==> src/rtl/mem_arbiter.sv <==
// Two-requester (IFU/LSU) arbiter for a single memory port, one outstanding transaction.
// Define MEM_ARB_LSU_PRIO_EN for fixed LSU priority; default build is round-robin.
module mem_arbiter #(
  parameter int ADDR_W = 64,
  parameter int DATA_W = 64
) (
  input  logic                clock,
  input  logic                reset,
  input  logic                ifu_req_valid,
  output logic                ifu_req_ready,
  input  logic [ADDR_W-1:0]   ifu_req_addr,
  output logic                ifu_resp_valid,
  output logic [DATA_W-1:0]   ifu_resp_data,
  input  logic                lsu_req_valid,
  output logic                lsu_req_ready,
  input  logic [ADDR_W-1:0]   lsu_req_addr,
  input  logic                lsu_req_wen,
  input  logic [DATA_W-1:0]   lsu_req_wdata,
  input  logic [DATA_W/8-1:0] lsu_req_wmask,
  output logic                lsu_resp_valid,
  output logic [DATA_W-1:0]   lsu_resp_data,
  output logic                mem_req_valid,
  input  logic                mem_req_ready,
  output logic [ADDR_W-1:0]   mem_req_addr,
  output logic                mem_req_wen,
  output logic [DATA_W-1:0]   mem_req_wdata,
  output logic [DATA_W/8-1:0] mem_req_wmask,
  input  logic                mem_resp_valid,
  input  logic [DATA_W-1:0]   mem_resp_data
);

  localparam int MASK_W = DATA_W / 8;

  typedef enum logic [1:0] {
    ST_IDLE = 2'd0,
    ST_REQ  = 2'd1,
    ST_WAIT = 2'd2
  } state_t;

  typedef enum logic {
    OWN_IFU = 1'b0,
    OWN_LSU = 1'b1
  } owner_t;

  state_t              state_r;
  owner_t              owner_r;
  owner_t              last_grant_r;
  logic                req_valid_r;
  logic [ADDR_W-1:0]   addr_r;
  logic                wen_r;
  logic [DATA_W-1:0]   wdata_r;
  logic [MASK_W-1:0]   wmask_r;
  logic [DATA_W-1:0]   resp_data_r;
  logic                ifu_resp_valid_r;
  logic                lsu_resp_valid_r;
  logic                ifu_grant_s;
  logic                lsu_grant_s;

  // Grant selection; only in IDLE and never while reset is asserted
  always_comb begin
    ifu_grant_s = 1'b0;
    lsu_grant_s = 1'b0;
    if ((state_r == ST_IDLE) && !reset) begin
`ifdef MEM_ARB_LSU_PRIO_EN
      if (lsu_req_valid) begin
        lsu_grant_s = 1'b1;
      end else if (ifu_req_valid) begin
        ifu_grant_s = 1'b1;
      end else begin
        lsu_grant_s = 1'b0;
      end
`else
      if (ifu_req_valid && lsu_req_valid) begin
        if (last_grant_r == OWN_LSU) begin
          ifu_grant_s = 1'b1;
        end else begin
          lsu_grant_s = 1'b1;
        end
      end else if (ifu_req_valid) begin
        ifu_grant_s = 1'b1;
      end else if (lsu_req_valid) begin
        lsu_grant_s = 1'b1;
      end else begin
        ifu_grant_s = 1'b0;
      end
`endif
    end else begin
      ifu_grant_s = 1'b0;
      lsu_grant_s = 1'b0;
    end
  end

  // Transaction FSM with latched request fields and response capture
  always_ff @(posedge clock) begin
    if (reset) begin
      state_r          <= ST_IDLE;
      owner_r          <= OWN_IFU;
      last_grant_r     <= OWN_LSU;
      req_valid_r      <= 1'b0;
      addr_r           <= '0;
      wen_r            <= 1'b0;
      wdata_r          <= '0;
      wmask_r          <= '0;
      resp_data_r      <= '0;
      ifu_resp_valid_r <= 1'b0;
      lsu_resp_valid_r <= 1'b0;
    end else begin
      ifu_resp_valid_r <= 1'b0;
      lsu_resp_valid_r <= 1'b0;
      case (state_r)
        ST_IDLE: begin
          if (ifu_grant_s) begin
            owner_r      <= OWN_IFU;
            last_grant_r <= OWN_IFU;
            addr_r       <= ifu_req_addr;
            wen_r        <= 1'b0;
            wdata_r      <= '0;
            wmask_r      <= '0;
            req_valid_r  <= 1'b1;
            state_r      <= ST_REQ;
          end else if (lsu_grant_s) begin
            owner_r      <= OWN_LSU;
            last_grant_r <= OWN_LSU;
            addr_r       <= lsu_req_addr;
            wen_r        <= lsu_req_wen;
            wdata_r      <= lsu_req_wdata;
            wmask_r      <= lsu_req_wmask;
            req_valid_r  <= 1'b1;
            state_r      <= ST_REQ;
          end else begin
            state_r      <= ST_IDLE;
          end
        end
        ST_REQ: begin
          if (mem_req_ready) begin
            req_valid_r <= 1'b0;
            state_r     <= ST_WAIT;
          end else begin
            state_r     <= ST_REQ;
          end
        end
        ST_WAIT: begin
          if (mem_resp_valid) begin
            resp_data_r <= mem_resp_data;
            state_r     <= ST_IDLE;
            if (owner_r == OWN_IFU) begin
              ifu_resp_valid_r <= 1'b1;
            end else begin
              lsu_resp_valid_r <= 1'b1;
            end
          end else begin
            state_r <= ST_WAIT;
          end
        end
        default: begin
          req_valid_r <= 1'b0;
          state_r     <= ST_IDLE;
        end
      endcase
    end
  end

  assign ifu_req_ready  = ifu_grant_s;
  assign lsu_req_ready  = lsu_grant_s;
  assign ifu_resp_valid = ifu_resp_valid_r;
  assign lsu_resp_valid = lsu_resp_valid_r;
  assign ifu_resp_data  = resp_data_r;
  assign lsu_resp_data  = resp_data_r;
  assign mem_req_valid  = req_valid_r;
  assign mem_req_addr   = addr_r;
  assign mem_req_wen    = wen_r;
  assign mem_req_wdata  = wdata_r;
  assign mem_req_wmask  = wmask_r;

endmodule

==> config.mk <==
export PLATFORM = sky130hd
export DESIGN_NAME = mem_arbiter
export DESIGN_NICKNAME = d
export VERILOG_FILES = /design/src/rtl/mem_arbiter.sv
export SDC_FILE = /design/constraint.sdc
export NUM_CORES = 1
export LEC_CHECK = 0
export CORE_AREA = 4 4 210 212
export CTS_BUF_LIST = sky130_fd_sc_hd__clkbuf_2
export DETAILED_ROUTE_END_ITERATION = 7
export DIE_AREA = 0 0 214 216
export PLACE_DENSITY = 0.47
export SYNTH_ARGS = -nofsm -noshare
export SYNTH_HDL_FRONTEND = slang
export SYNTH_SLANG_ARGS = --single-unit
==> constraint.sdc <==
create_clock -name clock -period 5.15 [get_ports clock]
set_input_delay 1.03 -clock clock [delete_from_list [all_inputs] [get_ports clock]]
set_output_delay 1.03 -clock clock [all_outputs]
set_load 0.01 [all_outputs]
==> results.txt <==
* R2r startpoint: state_r[0]
* Commonest non-fill, non-tap cell in the layout: sky130_fd_sc_hd__clkdlybuf4s50_1
- In this run the core area contains 75 standard-cell rows.
- Between clock sinks in the finished design, the worst skew comes to 0.07246 ns.
* Overall die area: 46220 um^2
- Signal arrival time at the worst endpoint: ~3.2 ns
- Total Nets Final: 1732
- Yosys top cell by area: sky130_fd_sc_hd__dfxtp_1
* Placer Congestion: between 0.7 and 0.8
- Worst-case reg-to-reg path depth: 5
* Worst Min Path Start: owner_r
* Max-slew violations: 0
- Counting every sink on the clock net gives between 200 and 250.
* Clk Tree Root Cell: sky130_fd_sc_hd__clkbuf_2
- Remaining global-route overflow: 0
- Category of the worst setup path capture point: output port
- Final worst path period share: 81.50%
- Entering global routing, the biggest net connects 86 pins.
- TritonCTS built the clock tree.
- Counting instances, the worst hold path has a depth of 1.
* Effective utilization at floorplan: approximately a fifth
- Area of the mapped netlist: roughly 8600 um^2
- # resized after CTS: 0
- Most frequent cells in the layout: sky130_fd_sc_hd__clkdlybuf4s50_1 (539), sky130_fd_sc_hd__dfxtp_1 (208), sky130_fd_sc_hd__a21oi_1 (174)
* Core region area: around 42000 um^2
* # Max-Cap Violations: 0
- After clock tree synthesis, the flow added hold-fix buffers numbering 0.
- Sequential cell area fraction in the yosys report: 48.59%
- Library cells used by synthesis: 32
* Number of iterations in the first detailed-routing pass: 5
- Setup violations remaining at the end of the flow were counted as 0.
- For the pin with the worst max-slew slack, the measured transition is around 1 ns.
- Setup TNS: 0 ns
* Static leakage: 0.005033 uW
- Number of fill cells: 4436
- Setup repair after global routing left no endpoint under its margin.
* Multi-input logic area: 3498 um^2
* Overall power of the completed layout: 3743 uW
* Total placed cells including tap cells: 1938
- Counting I/O delays and the setup requirement, the final critical path takes 4.197 ns.
- Deepest level of the CTS H-tree: 2
* Placed wire-length estimate: roughly 28000 um
- After clock tree synthesis, the setup repair step added 0 buffers.
- The worst setup path is launched from a register.
* Number of failing hold endpoints at the final stage: 0
- From synthesis to final layout, the design area changed by 68.46%.
- Via count: 9313
- Wirelength per Cell: 19.65 um
* Setup slack of the most critical reg-to-reg path: 2.48 ns
- The tightest min-delay check is of the register to register type.
- In this run, CTS created clock tree buffers numbering 60.
* Residual DRC count: 0
* CTS clk-pin slew, worst paths: roughly 0.090 ns
* Terminating pin of the worst hold path: ifu_resp_valid
* Cells after synthesis: between 1k and 1.5k
- Cells fill 34.42% of the core in the end.
- Sorting the synthesized cells by area gives the leading types as sky130_fd_sc_hd__dfxtp_1 (49%), sky130_fd_sc_hd__a21oi_1 (10%), sky130_fd_sc_hd__o21ai_0 (6.2%), sky130_fd_sc_hd__buf_4 (5.6%), sky130_fd_sc_hd__nand2_1 (5.6%).
- Worst ir drop on vdd: 118.6 uV
* Result of the run: finished, final reports clean
- Upper clock frequency limit: roughly 0.24 GHz
* Endpoint of the lowest-slack register-to-register path: mem_req_addr[8]
* Count of non-filler cells in the finished layout: about 2.0k
* Chip width: ~210 um
- Via density per instance: 4.545
- Areal power density over the cells: 259.3 nW/um^2
- Count of buffers from port buffering: 540
- Headroom to the max-slew limit: 32.19%
* FF/Latch Area: 4164 um^2
- Overall global routing resource usage: between 15 and 20%
- Initial DRC count: 536
* Fraction of layout cells with a size suffix above 1: under 10%
* ANT nets after route: 0
* Number of flip-flops and latches in the synthesized netlist: approximately 210
- Kind of critical path: register to output port
- Worst-path maximum fanout: 75
- Top cell type's share of synthesized area: around half
- For the worst-skew pair, the clock arrives at the later sink with an insertion delay of approximately 0.97 ns.
* Detailed Route WL: 40260 um
- Measured along the y axis, the die boundary spans 216 um.
* Count of yosys warnings during synthesis: 0
- Synthesized net count: 1282
- For the worst setup path, the data required time is 4.12 ns.
- Wire length of the first global-routing pass: 59440 um
- The clock passes through at most 3 buffers.
- Avg Synthesized Cell Area: 8.476 um^2
- Number of global-route vias before repair: around 9.5k
- The number of antenna violations at the first check in global routing came to 4.
* IO Pins: 541
## cell families after synthesis
group / share of synthesized area (%)
DFF: 48.59
and+or+nand+nor: 16.54
buffers and inverters: 11.02
AOI/OAI and AO/OA: 23.84
## critical path, cell delays in order, from the launching register on
cell,delay [ns]
sky130_fd_sc_hd__dfxtp_1,0.42
sky130_fd_sc_hd__or3_4,0.68
sky130_fd_sc_hd__nor3_4,0.39
sky130_fd_sc_hd__clkdlybuf4s50_1,0.60
## per-stage QoR
stage / hold slack (ns) / setup WS [ns] / cell area, um^2
2_1_floorplan: 0.4025 / 1.946 / 8569
6_report: 0.4350 / 0.9528 / 14440
3_5_place_dp: 0.4141 / 1.046 / 13870
5_1_grt: 0.3315 / 0.6644 / 14440
4_1_cts: 0.3023 / 0.7730 / 14420
3_3_place_gp: 0.4196 / 1.060 / 13870
## flip-flops by register name, summed over array words and instances, names as in the netlist
name and cells:
ifu_resp_valid 1, mem_req_addr 64, mem_req_wmask 8, owner_r 1, mem_req_wen 1, mem_req_valid 1, state_r 2, lsu_resp_valid 1
last_grant_r 1, mem_req_wdata 64, ifu_resp_data 64
## cell usage after synthesis
cell type and count:
sky130_fd_sc_hd__a211oi_1 1, sky130_fd_sc_hd__a21boi_0 1, sky130_fd_sc_hd__a21oi_1 175, sky130_fd_sc_hd__a221o_1 31, sky130_fd_sc_hd__a311oi_1 33, sky130_fd_sc_hd__and2_1 1
sky130_fd_sc_hd__and2b_1 1, sky130_fd_sc_hd__and3_1 31, sky130_fd_sc_hd__and3b_1 1, sky130_fd_sc_hd__buf_1 5, sky130_fd_sc_hd__buf_2 23, sky130_fd_sc_hd__buf_4 64
sky130_fd_sc_hd__buf_6 5, sky130_fd_sc_hd__clkbuf_1 72, sky130_fd_sc_hd__dfxtp_1 208, sky130_fd_sc_hd__inv_1 1, sky130_fd_sc_hd__nand2_1 128, sky130_fd_sc_hd__nand2b_1 1
sky130_fd_sc_hd__nand3_1 73, sky130_fd_sc_hd__nand3b_1 35, sky130_fd_sc_hd__nor2_1 3, sky130_fd_sc_hd__nor2_2 1, sky130_fd_sc_hd__nor2b_1 1, sky130_fd_sc_hd__nor3_1 2
sky130_fd_sc_hd__nor3_2 1, sky130_fd_sc_hd__nor3_4 1, sky130_fd_sc_hd__o21a_1 1, sky130_fd_sc_hd__o21ai_0 106, sky130_fd_sc_hd__o21bai_1 2, sky130_fd_sc_hd__or2_2 1
sky130_fd_sc_hd__or3_4 1, sky130_fd_sc_hd__or3b_2 1
## power by group
part           internal (uW)  total (uW)  leakage (uW)  switching (uW)
clock                    534        1290      0.000430             752
sequential              1690        1730       0.00169            46.1
combinational            401         726       0.00291             324
total                   2620        3740       0.00503            1120
## worst max-delay path by stage
stage / startpoint / to / slack (ns) / cells past startpoint
2_1_floorplan: reset / ifu_req_ready / 1.95 / 5
5_1_grt: state_r[0] / ifu_req_ready / 0.66 / 3
3_3_place_gp: reset / ifu_req_ready / 1.06 / 4
4_1_cts: state_r[0] / ifu_req_ready / 0.77 / 3
6_report: state_r[0] / ifu_req_ready / 0.95 / 3
3_5_place_dp: reset / ifu_req_ready / 1.05 / 4
## area by class of cell
type,instances,area share [%]
Clock inverter,11,0.5114
Sequential cell,208,28.84
Multi-Input combinational cell,633,24.23
Inverter,1,0.02600
Antenna cell,5,0.08667
Clock buffer,95,3.293
Tap cell,539,4.672
Timing Repair Buffer,557,38.33
## routing by layer
layer  vias up  part of all wire (%)  global-route usage [%]
li1       4466                     -                       -
met1      4356                    39                   18.38
met2       415                    49                   28.03
met3        76                   8.9                   6.554
met4         0                   2.9                   6.354
met5         -                     0                       0
No activity file was read; power rests on OpenSTA's default activity.
